--- src/rtl/uart_tx_arbiter.sv ---
// uart_tx_arbiter: round-robin scheduler that shares one uart_tx serializer
// between NUM_REQ byte producers. It latches the granted byte onto uart_din,
// drives a clean uart_en pulse of EN_HOLD cycles, and then waits for tx_done
// or a timeout. A one-cycle GAP state keeps uart_en low between bytes.
module uart_tx_arbiter #(
    parameter int NUM_REQ        = 4,
    parameter int EN_HOLD        = 4,
    parameter int TIMEOUT_CYCLES = 65536,
    localparam int IW            = (NUM_REQ > 1) ? $clog2(NUM_REQ) : 1
) (
    input  logic                 clk,
    input  logic                 rst,
    input  logic [NUM_REQ-1:0]   req_valid,
    input  logic [NUM_REQ*8-1:0] req_data,
    output logic [NUM_REQ-1:0]   req_ready,
    output logic                 uart_en,
    output logic [7:0]           uart_din,
    input  logic                 tx_done,
    output logic                 busy,
    output logic [IW-1:0]        grant_id,
    output logic                 timeout_err
);

    localparam int TW = $clog2(TIMEOUT_CYCLES + 1);
    localparam int HW = (EN_HOLD > 1) ? $clog2(EN_HOLD) : 1;
    localparam logic [TW-1:0] TO_LAST   = TW'(TIMEOUT_CYCLES - 1);
    localparam logic [HW-1:0] HOLD_LAST = HW'(EN_HOLD - 1);
    localparam logic [IW-1:0] IDX_LAST  = IW'(NUM_REQ - 1);

    typedef enum logic [1:0] {
        S_IDLE,
        S_LAUNCH,
        S_WAIT_DONE,
        S_GAP
    } state_t;

    state_t               state_q;
    logic [IW-1:0]        rr_q;
    logic [IW-1:0]        grant_q;
    logic [7:0]           din_q;
    logic [NUM_REQ-1:0]   ready_q;
    logic                 en_q;
    logic                 busy_q;
    logic                 to_err_q;
    logic [HW-1:0]        hold_q;
    logic [TW-1:0]        to_q;

    logic                 sel_vld;
    logic [IW-1:0]        sel_idx;
    logic [7:0]           sel_byte;
    logic [IW-1:0]        rr_d;

    // Pick the first valid requester starting at rr_q; iterating from the
    // far end lets the closest offset overwrite the others.
    always_comb begin
        int            idx;
        logic [IW-1:0] idx_w;
        sel_vld = 1'b0;
        sel_idx = '0;
        idx     = 0;
        idx_w   = '0;
        for (int k = NUM_REQ - 1; k >= 0; k--) begin
            idx = int'(rr_q) + k;
            if (idx >= NUM_REQ) begin
                idx = idx - NUM_REQ;
            end
            idx_w = IW'(idx);
            if (req_valid[idx_w]) begin
                sel_vld = 1'b1;
                sel_idx = idx_w;
            end
        end
    end

    // Byte of the selected requester and the pointer value after the current grantee.
    always_comb begin
        sel_byte = req_data[{sel_idx, 3'b000} +: 8];
        rr_d     = (grant_q == IDX_LAST) ? '0 : grant_q + IW'(1);
    end

    // Control FSM; every output comes straight from a register here.
    always_ff @(posedge clk or posedge rst) begin
        if (rst) begin
            state_q  <= S_IDLE;
            rr_q     <= '0;
            grant_q  <= '0;
            din_q    <= '0;
            ready_q  <= '0;
            en_q     <= 1'b0;
            busy_q   <= 1'b0;
            to_err_q <= 1'b0;
            hold_q   <= '0;
            to_q     <= '0;
        end else begin
            ready_q  <= '0;
            to_err_q <= 1'b0;
            case (state_q)
                S_IDLE: begin
                    if (sel_vld) begin
                        grant_q <= sel_idx;
                        din_q   <= sel_byte;
                        ready_q <= NUM_REQ'(1) << sel_idx;
                        en_q    <= 1'b1;
                        busy_q  <= 1'b1;
                        hold_q  <= '0;
                        to_q    <= '0;
                        state_q <= S_LAUNCH;
                    end
                end
                S_LAUNCH: begin
                    // tx_done is ignored while the enable pulse is still being formed.
                    to_q <= to_q + TW'(1);
                    if (hold_q == HOLD_LAST) begin
                        en_q    <= 1'b0;
                        state_q <= S_WAIT_DONE;
                    end else begin
                        hold_q <= hold_q + HW'(1);
                    end
                end
                S_WAIT_DONE: begin
                    // A tx_done landing on the timeout cycle wins: no error.
                    if (tx_done) begin
                        rr_q    <= rr_d;
                        state_q <= S_GAP;
                    end else if (to_q == TO_LAST) begin
                        to_err_q <= 1'b1;
                        rr_q     <= rr_d;
                        state_q  <= S_GAP;
                    end else begin
                        to_q <= to_q + TW'(1);
                    end
                end
                S_GAP: begin
                    busy_q  <= 1'b0;
                    state_q <= S_IDLE;
                end
                default: begin
                    state_q <= S_IDLE;
                end
            endcase
        end
    end

    assign req_ready   = ready_q;
    assign uart_en     = en_q;
    assign uart_din    = din_q;
    assign busy        = busy_q;
    assign grant_id    = grant_q;
    assign timeout_err = to_err_q;

endmodule

--- config.mk ---
export PLATFORM = sky130hd
export DESIGN_NAME = uart_tx_arbiter
export DESIGN_NICKNAME = d
export VERILOG_FILES = /design/src/rtl/uart_tx_arbiter.sv
export SDC_FILE = /design/constraint.sdc
export NUM_CORES = 1
export LEC_CHECK = 0
export CAP_MARGIN = 25
export CORE_AREA = 4 4 77 79
export CTS_BUF_LIST = sky130_fd_sc_hd__clkbuf_4 sky130_fd_sc_hd__clkbuf_8
export CTS_CLUSTER_DIAMETER = 40
export DETAILED_ROUTE_END_ITERATION = 12
export DIE_AREA = 0 0 81 83
export GPL_TIMING_DRIVEN = 0
export HOLD_SLACK_MARGIN = 0.12
export PLACE_DENSITY = 0.78
export SLEW_MARGIN = 10
export SYNTH_ARGS = -nofsm -noshare
export SYNTH_HDL_FRONTEND = slang
export SYNTH_SLANG_ARGS = --single-unit
--- constraint.sdc ---
create_clock -name clk -period 4.3 [get_ports clk]
set_input_delay 1.075 -clock clk [delete_from_list [all_inputs] [get_ports clk]]
set_output_delay 1.075 -clock clk [all_outputs]
set_load 0.005 [all_outputs]
==> results.cfg <==
[run_status]
run_status = finished clean

[worst_hold_path]
worstHoldPathCells = 2
whs_endpoint = uart_din[4]$_DFFE_PP0P_
worstHoldStart = uart_din[4]$_DFFE_PP0P_
hold_class = flip-flop to flip-flop

[job]
cap_violations = 0

[timing]
max_slew_margin_pct = 50.67
period_needed_ns = 3.116
tightestPinTransition_ns = 0.7323
setup_viol = 0
fin_skew_ns = 0.004413
fmax_mhz = 320.9
final_hold_viol_count = 0
slew_violations = 0
fin_setup_tns_ns = 0
period_share_pct = 72.47
rsz0062_at_grt = no

[logic_synthesis]
synthTopCellsByCount = 40 x dfrtp_1, 25 x nand2_1, 22 x o21ai_0
yosysMostFrequentCell = dfrtp_1
synth_top_area_share_pct = 43.86
ys_ff_latch = 40
synthesis.area_um2 = 2282
synth_seq_area_share_pct = 43.86
avgSynthCellArea_um2 = 9.431
synth_area_leaders = dfrtp_1 44%, ha_1 4.9%, mux2i_1 4.8%, o21ai_0 4.8%, nand2_1 4.1%
postSynthCellCount = 242
synthDistinctLibCells = 41
ys_warn_count = 0
synth-main-ff-cell = dfrtp_1
synth_top_area_cell = dfrtp_1
synth_edf_count = 0
postSynth.asyncResetShare_pct = 100.0
syn-num-nets = 290

[route]
routed_wl_um = 5301
drtAntennaViolNets = 0
vias = 2008
wl_per_cell_um = 14.02
drt_iter0_drc = 117
viasPerCell = 5.312
dr.pass1.iters = 4
drcViolationCount = 0

[floorplan]
start_util_pct = 42.76
core_area_um2 = 5338
ios = 56
chipHeight_um = 83
die-area_um2 = 6723
fp.dieW_um = 81
fp-row-count = 27

[cells_and_area]
nets = 353
finish.utilization_pct = 57.50
fin_cells = 378
layout-drive-gt1-share_pct = 6.209
fillers = 495
area_growth_pct = 34.48
antenna_cells = 0

[place]
gp_congestion = 0.8222
dp_hpwl_um = 3998
io_buffers = 55
place_inst = 370

[worst_setup_path]
reg2reg_setup_slack_ns = 1.18
r2r_cells = 10
critPathLaunchType = flip-flop
worstPathMaxFanout = 9
timing.rr.start = to_q[0]$_DFFE_PP0P_
critPathRequiredTime_ns = 4.54
end_kind = flip-flop
worstSetupPathType = flip-flop to flip-flop
worstReg2RegEnd = to_q[12]$_DFFE_PP0P_
cp-startpoint = to_q[0]$_DFFE_PP0P_
slowest_stage = o21ai_0
crit_arrival_ns = 3.35
slowest_delay_ns = 0.61
worstPathCellList = ha_1, nand4_1, nor3_1, and3_1, ha_1, o21ai_0, o211ai_4, or2_2, o31ai_1, a22o_1
critPathMostFrequentCell = ha_1

[global_routing]
grt_max_degree = 38
grt_pass1_wl_um = 9315
track_usage_pct = 17.46
grt_pass1_vias = 1973
grt_remaining_overflow = 0
antenna_found_initial = 0

[cts]
cts_htree_levels = 2
cts_tree = done
clk_latency_ns = 0.29
clockBufferDepth = 2
holdBufCountCts = 0
cts-buffers-inserted = 5
cts.reportedPaths.clkPinSlew_ns = 0.08
cts.sinks = 40
post-cts-setup-buffers = 0
cts-root-buf = clkbuf_8
cts-resized-gates = 0

[power_and_ir_drop]
switching_power_uw = 645.5
power_frac_clock_pct = 19.9
pwr-share-seq_pct = 34.0
leakage_nw = 1.330
switching_share_pct = 38.17
p_total_mw = 1.691
irDropWorstVdd_mv = 0.2503
pwr_density_cell_nw_per_um2 = 551.0
combPwrFrac_pct = 46.1
intPower_mw = 1.046
[cell families after synthesis]
family          Yosys count  share of synthesized area [%]
simple gates             89                          19.35
compound gates           65                          20.07
flops                    40                          43.86
buf+inv                  21                          4.058
mux                      13                          5.812
fa+ha+maj                 9                          4.934
xor+xnor                  5                          1.919
[critical path: cells and delay by family (launching register included)]
family | cells | cell delay (ns)
AOI/OAI and AO/OA | 4 | 1.25
adders and majority gates | 2 | 0.47
DFF | 1 | 0.42
and+or+nand+nor | 4 | 0.93
[per-layer routing]
metal  share of wire, %  wire [um]  track usage [%]  vias to the layer above
li1                   -          -                -                     1004
met1                 45       2371            22.31                      941
met2                 47       2511            27.93                       55
met3                6.1        321            4.447                        8
met4                1.8         96            6.759                        0
met5                  0          0                0                        -
[per-stage QoR]
| step | worst slack (ns) | area [um2] | hold slack, ns |
|---|---|---|---|
| detailed placement | 0.9007 | 2943 | 0.4846 |
| finish | 1.184 | 3069 | 0.4984 |
| global route | 0.9422 | 3069 | 0.5486 |
| floorplan | 1.673 | 2282 | 0.4485 |
| global placement | 1.024 | 2923 | 0.4634 |
| CTS | 1.198 | 3069 | 0.5026 |
[final cells by class]
type	count	area, um2	share of cell area (%)
plain buffers	11	55.05	1.794
clock buffers	7	96.34	3.139
clock inverters	1	30.03	0.9784
inverters	10	37.54	1.223
multi-input cells	181	1189	38.73
flip-flops and latches	40	1001	32.61
well taps	72	90.09	2.935
repair buffers	56	570.5	18.59
[cells in the final DEF (no fill, tap or decap), drive strengths merged, types with 2 or more instances in the layout]
cell,n
clkdlybuf4s50,55
dfrtp,40
nand2,25
o21ai,23
nor2,17
clkbuf,14
nor3,12
mux2i,11
and3,10
inv,10
ha,9
o311ai,9
a21boi,8
nand3,6
a22o,6
xnor2,5
o31ai,5
a21oi,5
buf,5
nor2b,4
a21o,3
nand4,3
or4,2
mux2,2
or2,2
and2,2
[power by group through the flow]
stage                     Combinational [mW]  Sequential, mW  Clock [mW]
after global routing                   0.880           0.591       0.364
after global placement                 0.757           0.576           0
after CTS                              0.788           0.574       0.343
after detailed placement               0.784           0.581           0
after floorplan                        0.484           0.567           0
final                                  0.779           0.575       0.337
[worst max-delay path by stage]
stage                                         end  slack [ns]  cells after the start
final                        to_q[12]$_DFFE_PP0P_        1.18                     10
after global routing         to_q[12]$_DFFE_PP0P_        0.94                     10
after CTS                 uart_din[2]$_DFFE_PP0P_        1.20                      8
after detailed placement  uart_din[2]$_DFFE_PP0P_        0.90                      8
after global placement    uart_din[1]$_DFFE_PP0P_        1.02                      8
after floorplan           uart_din[0]$_DFFE_PP0P_        1.67                      7
[registers in the layout, summed over array words and instances, names as in the netlist]
register / cells
uart_en: 1
state_q: 2
uart_din: 8
grant_id: 2
hold_q: 2
to_q: 17
timeout_err: 1
busy: 1
req_ready: 4
rr_q: 2
Note: power is estimated with default switching activity, not from simulation.
